`src/rtl/mul_prod_accum.sv`:
```
// Accumulates LEN consecutive unsigned products into a frame sum held on out_valid/out_ready.
// Define ACC_SAT_EN to clamp the accumulator at 2^ACC_W-1 on overflow instead of wrapping.
module mul_prod_accum #(
   parameter int PROD_W = 8,
   parameter int LEN    = 4,
   parameter int ACC_W  = 10
) (
   input  logic              clk,
   input  logic              rst,
   input  logic              clr,
   input  logic              in_valid,
   output logic              in_ready,
   input  logic [PROD_W-1:0] in_prod,
   output logic              out_valid,
   input  logic              out_ready,
   output logic [ACC_W-1:0]  out_sum,
   output logic              out_ovf
);
   localparam int CNT_W = (LEN > 1) ? $clog2(LEN) : 1;
   localparam logic [CNT_W-1:0] CNT_LAST = CNT_W'(LEN - 1);

   typedef enum logic [0:0] {ACC = 1'b0, HOLD = 1'b1} state_t;

   state_t           state_r, state_nxt_s;
   logic [CNT_W-1:0] cnt_r;
   logic [ACC_W-1:0] acc_r, acc_nxt_s, out_sum_r;
   logic [ACC_W:0]   sum_s;
   logic             ovf_r, ovf_nxt_s, out_ovf_r;
   logic             accept_s, last_s, release_s, in_ready_s;

   // State register; clr aborts back to collecting
   always_ff @(posedge clk) begin
      if (rst) begin
         state_r <= ACC;
      end else if (clr) begin
         state_r <= ACC;
      end else begin
         state_r <= state_nxt_s;
      end
   end

   // Next-state and handshake decode
   always_comb begin
      state_nxt_s = state_r;
      in_ready_s  = 1'b0;
      accept_s    = 1'b0;
      last_s      = 1'b0;
      release_s   = 1'b0;
      case (state_r)
         ACC: begin
            in_ready_s = ~clr;
            accept_s   = in_valid & ~clr;
            last_s     = accept_s & (cnt_r == CNT_LAST);
            if (last_s) state_nxt_s = HOLD;
            else        state_nxt_s = ACC;
         end
         HOLD: begin
            release_s = out_ready & ~clr;
            if (out_ready) state_nxt_s = ACC;
            else           state_nxt_s = HOLD;
         end
         default: state_nxt_s = ACC;
      endcase
   end

   // One extra bit on the add exposes the carry out of the accumulator
   always_comb begin
      sum_s     = {1'b0, acc_r} + {{(ACC_W + 1 - PROD_W){1'b0}}, in_prod};
      ovf_nxt_s = ovf_r | sum_s[ACC_W];
`ifdef ACC_SAT_EN
      if (ovf_nxt_s) acc_nxt_s = {ACC_W{1'b1}};
      else           acc_nxt_s = sum_s[ACC_W-1:0];
`else
      acc_nxt_s = sum_s[ACC_W-1:0];
`endif
   end

   // Accumulator, beat counter and registered frame result
   always_ff @(posedge clk) begin
      if (rst || clr) begin
         acc_r     <= {ACC_W{1'b0}};
         cnt_r     <= {CNT_W{1'b0}};
         ovf_r     <= 1'b0;
         out_sum_r <= {ACC_W{1'b0}};
         out_ovf_r <= 1'b0;
      end else if (accept_s) begin
         acc_r <= acc_nxt_s;
         ovf_r <= ovf_nxt_s;
         if (last_s) begin
            cnt_r     <= {CNT_W{1'b0}};
            out_sum_r <= acc_nxt_s;
            out_ovf_r <= ovf_nxt_s;
         end else begin
            cnt_r     <= cnt_r + CNT_W'(1);
            out_sum_r <= out_sum_r;
            out_ovf_r <= out_ovf_r;
         end
      end else if (release_s) begin
         acc_r     <= {ACC_W{1'b0}};
         cnt_r     <= cnt_r;
         ovf_r     <= 1'b0;
         out_sum_r <= {ACC_W{1'b0}};
         out_ovf_r <= 1'b0;
      end else begin
         acc_r     <= acc_r;
         cnt_r     <= cnt_r;
         ovf_r     <= ovf_r;
         out_sum_r <= out_sum_r;
         out_ovf_r <= out_ovf_r;
      end
   end

   assign in_ready  = in_ready_s;
   assign out_valid = (state_r == HOLD);
   assign out_sum   = out_sum_r;
   assign out_ovf   = out_ovf_r;

endmodule

```
`config.mk`:
```
export PLATFORM = sky130hd
export DESIGN_NAME = mul_prod_accum
export DESIGN_NICKNAME = d
export VERILOG_FILES = /design/src/rtl/mul_prod_accum.sv
export SDC_FILE = /design/constraint.sdc
export NUM_CORES = 1
export LEC_CHECK = 0
export ABC_AREA = 1
export BUFFER_PORTS_ARGS = -buffer_cell sky130_fd_sc_hd__buf_4
export CAP_MARGIN = 15
export CORE_MARGIN = 1
export CORE_UTILIZATION = 40
export DETAILED_ROUTE_END_ITERATION = 12
export SLEW_MARGIN = 20
export SYNTH_ARGS = -nofsm -noshare
export SYNTH_HDL_FRONTEND = slang
export SYNTH_SLANG_ARGS = --single-unit
```
`constraint.sdc`:
```
create_clock -name clk -period 5.9 [get_ports clk]
set_clock_uncertainty 0.15 [all_clocks]
set_input_delay 1.475 -clock clk [delete_from_list [all_inputs] [get_ports clk]]
set_output_delay 1.475 -clock clk [all_outputs]
set_load 0.05 [all_outputs]
```
==> results of run 1 <==
metal layers:
| layer | track usage, % | wire (µm) | share of wire [%] |
|---|---|---|---|
| met1 | 21.77 | 1355 | 43 |
| met5 | 0 | 0 | 0 |
| met3 | 4.348 | 136 | 4.3 |
| met4 | 2.857 | 16 | 0.51 |
| met2 | 31.18 | 1650 | 52 |
stage by stage:
step	std cells	cell area (µm²)
2_1_floorplan	184	1436
3_3_place_gp	250	1639
3_5_place_dp	250	1639
4_1_cts	254	1667
5_1_grt	254	1667
6_report	254	1667
logic make-up after synthesis:
kind of cell	count (synthesis)	share of synthesized area, %
simple gates	83	28.40
compound gates	45	19.86
flops	25	34.84
buf+inv	20	7.055
fa+ha+maj	10	9.234
xor+xnor	1	0.6099
flip-flops by register name (all words and copies together) (netlist names):
| name | count |
|---|---|
| out_valid | 1 |
| out_ovf | 1 |
| acc_r | 10 |
| out_sum | 10 |
| ovf_r | 1 |
| cnt_r | 2 |
power by group through the flow:
stage | registers [mW] | clock network, mW | logic, mW
after floorplan | 0.175 | 0 | 0.0288
after global placement | 0.176 | 0 | 0.0411
after detailed placement | 0.176 | 0 | 0.0421
after CTS | 0.172 | 0.0787 | 0.0423
after global routing | 0.172 | 0.0843 | 0.0465
final | 0.172 | 0.0746 | 0.0419
critical path, delay by kind of cell:
family / cells / cell delay, ns
buffers and inverters: 2 / 0.34
and+or+nand+nor: 1 / 0.11
placed cells by master (no fill, tap or decap), drive strengths merged, types with 2 or more instances in the layout:
cell type / Yosys / final
buf: 4 / 25
nand3: 14 / 14
a21oi: 27 / 27
clkbuf: 1 / 3
ha: 9 / 9
nand2: 50 / 50
nand3b: 2 / 2
nor2: 13 / 13
or2: 2 / 2
o21ai: 14 / 14
clkinv: 1 / 2
dfxtp: 25 / 25
inv: 14 / 14
cell type report:
cell class / count / area (µm²)
flip-flops and latches: 25 / 500.5
clock inverters: 1 / 5.005
fillers: 337 / 1723
repair buffers: 25 / 187.7
inverters: 15 / 58.81
multi-input cells: 139 / 834.6
clock buffers: 3 / 22.52
well taps: 46 / 57.56
path summary, 6_finish.rpt:
kind                  from  cells after the start        to  slack (ns)
hold / removal       ovf_r                      2     ovf_r        0.33
setup / recovery       clr                      3  in_ready        2.35
hold reg to reg      ovf_r                      2     ovf_r        0.33
setup reg to reg  acc_r[0]                     11  acc_r[6]        3.88
==> results.md, run 1 <==
## Clock tree
• 2 — maximum buffer depth of the clock tree
• yes — CTS tree
• 0 — Resized Gates After CTS
• 3 — total CTS buffers
• 0.13 ns — clock transition at the registers of the reported paths
• 0.31 ns — clk_lat worst skew
• 0 — postcts setup bufs
• clkbuf_4 — CTS root buf
• 1 — maximum level of the CTS H-tree
• 25 — sinks on the clock net
• 0 — count of hold buffers inserted by post-cts repair

## Logic synthesis
• dfxtp_1 — Top FF cell, synth
• 7.806 µm² — average cell area after synthesis
• dfxtp_1 (35%), nand2_1 (11%), a21oi_2 (7.9%), ha_1 (7.8%), a21oi_1 (4.9%) — top cells by area in the synthesized netlist
• 207 — net count after synthesis
• 34.84% — top cell type's share of synthesized area
• 25 — synthesized flop and latch total
• 0 — EDFF count, synth
• 34.84% — sequential cell area fraction in the yosys report
• dfxtp_1 — cell taking the most area after synthesis
• 1436 µm² — area of the mapped netlist
• 0% — asr flop ratio synth
• 0 — count of warnings emitted by yosys
• 30 — Unique masters post-synth
• nand2_1 — most frequently used cell type in the post-synthesis netlist
• nand2_1 (42), dfxtp_1 (25), a21oi_1 (14) — most frequent cells after synthesis
• 184 — count of mapped cells out of synthesis

## Placement
• 25 — Buffers on Ports
• 2.432 mm — half-perimeter wire length after detailed placement
• 0.8042 — weighted congestion reported at the end of routability-driven placement
• 2.346 ns — Place WS

## Setup path
• 1.93 ns — data arrival at the endpoint of the critical path
• input port — crit path launch type
• buf_4, nor2_4, buf_4 — worst path cell trace
• input port to output port — Critical Setup Path Class
• 0.21 ns — biggest cell delay along the critical path
• 3 — crit path max fanout
• 4.28 ns — required time of the worst setup path
• output port — Worst setup EP type
• buf_4 — most common cell type on the critical path
• buf_4 — cell with the largest stage delay on the worst path

## Pwr
• 25.9% — Clk network pwr share
• 0.07621 mW — net switching power
• 0.2885 mW — overall power after layout
• 0.2123 mW — cell-internal power
• 26.42% — switching power as a share of total power
• 14.5% — Comb pwr share
• 59.6% — Sequential Power Share
• 173.1 nW/µm² — total power per unit cell area
• 0.7537 nW — Leakage
• 0.1443 mV — worst-case vdd ir drop

## Floorplanning
• 42.38% — initial standard-cell utilization of the core
• 3390 µm² — core region area
• 26 — Top Ports
• 3835 µm² — Die Outline Area
• 21 — Std-Cell Rows
• 61.93 µm — floorplan die width
• 61.93 µm — floorplan die height

## Outcome
• completed — outcome

## Timing
• 0.8079 ns — Worst Max-Slew Pin Slew
• 0.3317 ns — Worst Hold Slack
• 0 — Finish-stage setup viols
• false — unrepaired setup endpoints after global routing
• 0 ns — post-route setup TNS
• 0 — Slew Viols, Final
• 0 — endpoints failing hold
• 2.346 ns — final setup slack of the worst path
• 60.24% — fraction of the cycle the final worst path needs
• 3.554 ns — shortest clock period the worst path allows after layout
• 281.3 MHz — Peak Freq
• 45.94% — Rel. slew slack

## Drt
• 1310 — detailed-route via count
• 5.157 — detailed-route vias per instance
• 0 — number of nets still failing antenna checks after routing
• 38 — number of DRC violations after detailed-routing iteration 0
• 0 — DRC violations left
• 3.159 mm — Total Routed Length
• 12.44 µm — average wire length per cell after detail routing
• 4 — DR pass1 iterations

## Flow run
• 0 — reported max-cap violation count

## Global routing
• 0 — antenna violations before repair
• 4.878 mm — first-pass GRT wire length
• 1115 — via count of the first global-routing pass
• 23 — pin count of the biggest net entering global routing
• 0 — total congestion overflow after global routing
• 17.54% — Global Route Usage Sum

## Min path
• register to register — class of the tightest hold or removal check

## Cells and area
• 49.17% — final cell utilization of the core
• 0 — Ant. Diodes
• 232 — Layout Nets
• 16.03% — synth-to-layout area growth
• 28.37% — share of post-route cells with drive strength above 1

Power figures use the tool's default switching activity.
==> run 2: changes to the inputs <==
- clock period: 5.9 -> 3.01 ns (I/O delays scaled with it)
==> results.md, run 2 (synthesized netlist as in run 1, its figures left out) <==
## Outcome
• completed — outcome, unchanged

## Setup path
• 1.05 ns — worst setup slack for register-to-register paths, was 3.88 ns
• fa_1 — cell with the largest stage delay on the worst path, was buf_4
• 3.12 ns — required time of the worst setup path, was 4.28 ns
• input port to register — Critical Setup Path Class, was input port to output port
• 2.22 ns — data arrival at the endpoint of the critical path, was 1.93 ns
• buf_4, ha_1, inv_1, fa_1, inv_1, nand3_1, nand2_2, nand3_2, nand2_1, nand2_1, nand2_1, nand2_2, a21oi_1 — worst path cell trace, was buf_4, nor2_4, buf_4
• 3 — buffers plus inverters on the worst setup path, was 2
• input port — crit path launch type, unchanged
• adder cells — cell family with the largest share of critical-path delay, was buffers and inverters
• register — Worst setup EP type, was output port
• 0.40 ns — biggest cell delay along the critical path, was 0.21 ns
• 4 — crit path max fanout, was 3
• nand2_1 — most common cell type on the critical path, was buf_4

## Clock tree
• 25 — sinks on the clock net, unchanged
• clkbuf_4 — CTS root buf, unchanged
• 0.14 ns — clock transition at the registers of the reported paths, was 0.13 ns
• 3 — total CTS buffers, unchanged
• 0 — count of hold buffers inserted by post-cts repair, unchanged
• 1 — maximum level of the CTS H-tree, unchanged
• yes — CTS tree, unchanged
• 0 — Resized Gates After CTS, unchanged
• 0 — postcts setup bufs, unchanged
• 0.32 ns — clk_lat worst skew, was 0.31 ns
• 2 — maximum buffer depth of the clock tree, unchanged

## Floorplanning
• 3390 µm² — core region area, unchanged
• 21 — Std-Cell Rows, unchanged
• 61.93 µm — floorplan die height, unchanged
• 3835 µm² — Die Outline Area, unchanged
• 61.93 µm — floorplan die width, unchanged
• 26 — Top Ports, unchanged
• 42.38% — initial standard-cell utilization of the core, unchanged

## Cells and area
• 28.71% — share of post-route cells with drive strength above 1, was 28.37%
• nand2_1 — leading cell type in the layout, fill and taps excluded, unchanged
• 0 — Ant. Diodes, unchanged
• 16.72% — synth-to-layout area growth, was 16.03%
• 500.5 µm² — Register Area, unchanged
• 49.46% — final cell utilization of the core, was 49.17%
• 834.6 µm² — Multi-input gate area, unchanged
• 337 — Filler Cells Inserted, unchanged
• nand2_1 (42), buf_4 (26), dfxtp_1 (25) — commonest non-fill, non-tap cells in the layout, was nand2_1 (42), dfxtp_1 (25), buf_4 (25)
• 233 — Layout Nets, was 232

## Pwr
• 0.7551 nW — Leakage, was 0.7537 nW
• 345.3 nW/µm² — total power per unit cell area, was 173.1 nW/µm²
• 0.1725 mV — worst-case vdd ir drop, was 0.1443 mV
• 0.5789 mW — overall power after layout, was 0.2885 mW

## Timing
• 67.37% — Rel. slew slack, was 45.94%
• 0 ns — post-route setup TNS, unchanged
• 0 — endpoints failing hold, unchanged
• 70.01% — fraction of the cycle the final worst path needs
• 0.4889 ns — Worst Max-Slew Pin Slew, was 0.8079 ns
• 2.107 ns — shortest clock period the worst path allows after layout
• false — unrepaired setup endpoints after global routing, unchanged
• 0 — Finish-stage setup viols, unchanged
• 0 — Slew Viols, Final, unchanged
• 474.6 MHz — Peak Freq

## Drt
• 3.109 mm — Total Routed Length, was 3.159 mm
• 12.19 µm — average wire length per cell after detail routing, was 12.44 µm
• 4.957 — detailed-route vias per instance, was 5.157
• 1264 — detailed-route via count, was 1310
• 0 — number of nets still failing antenna checks after routing, unchanged
• 0 — DRC violations left, unchanged
• 4 — DR pass1 iterations, unchanged
• 36 — number of DRC violations after detailed-routing iteration 0, was 38

## Min path
• register to register — class of the tightest hold or removal check, unchanged

## Global routing
• 5.071 mm — first-pass GRT wire length, was 4.878 mm
• 0 — total congestion overflow after global routing, unchanged
• 1214 — via count of the first global-routing pass, was 1115
• 23 — pin count of the biggest net entering global routing, unchanged
• 17.91% — Global Route Usage Sum, was 17.54%
• 0 — antenna violations before repair, unchanged

## Flow run
• 0 — reported max-cap violation count, unchanged

## Placement
• 2.426 mm — half-perimeter wire length after detailed placement, was 2.432 mm
• 0.8050 — weighted congestion reported at the end of routability-driven placement, was 0.8042
• 25 — Buffers on Ports, unchanged

run 2: final timing paths:
| path | endpoint | from | depth (start not counted) |
|---|---|---|---|
| hold reg to reg | acc_r[2] | acc_r[2] | 2 |
| setup / recovery | ovf_r | in_prod[0] | 13 |
| setup reg to reg | ovf_r | acc_r[0] | 12 |
| hold / removal | acc_r[2] | acc_r[2] | 2 |
run 2: power by group:
group          switching (mW)  internal, mW  leakage (nW)
clock network           0.107        0.0508        0.0139
registers             0.00224         0.335         0.202
logic                  0.0513        0.0328         0.539
run 2: area by class of cell:
| cell class | instances | area share (%) |
|---|---|---|
| Timing Repair Buffer | 26 | 11.64 |
| Multi-Input combinational cell | 139 | 49.78 |
| Tap cell | 46 | 3.433 |
| Inverter | 15 | 3.507 |
| Clock inverter | 1 | 0.4478 |
| Sequential cell | 25 | 29.85 |
| Clock buffer | 3 | 1.343 |
run 2: worst reg2reg max path, delay by kind of cell, from the launching register on:
kind | cells | cell delay [ns]
adder cells (fa/ha/maj) | 2 | 0.59
AND/OR/NAND/NOR | 7 | 0.54
flip-flops | 1 | 0.36
buffers and inverters | 2 | 0.13
AO/OA/AOI/OAI | 1 | 0.13
run 2: metal layers:
| layer | wire length [µm] | track usage [%] |
|---|---|---|
| met5 | 0 | 0 |
| met4 | 25 | 4.762 |
| met3 | 77 | 2.484 |
| met2 | 1538 | 32.41 |
| met1 | 1468 | 22.22 |
run 2: through the flow:
step	instances	hold WS (ns)	setup slack (ns)	cell area, µm²
3_5_place_dp	251	0.3172	0.5532	1647
4_1_cts	255	0.3367	0.9049	1677
5_1_grt	255	0.3429	0.7374	1677
3_3_place_gp	251	0.3060	0.6349	1647
6_report	255	0.3364	0.9028	1677
2_1_floorplan	184	0.2928	0.8181	1436
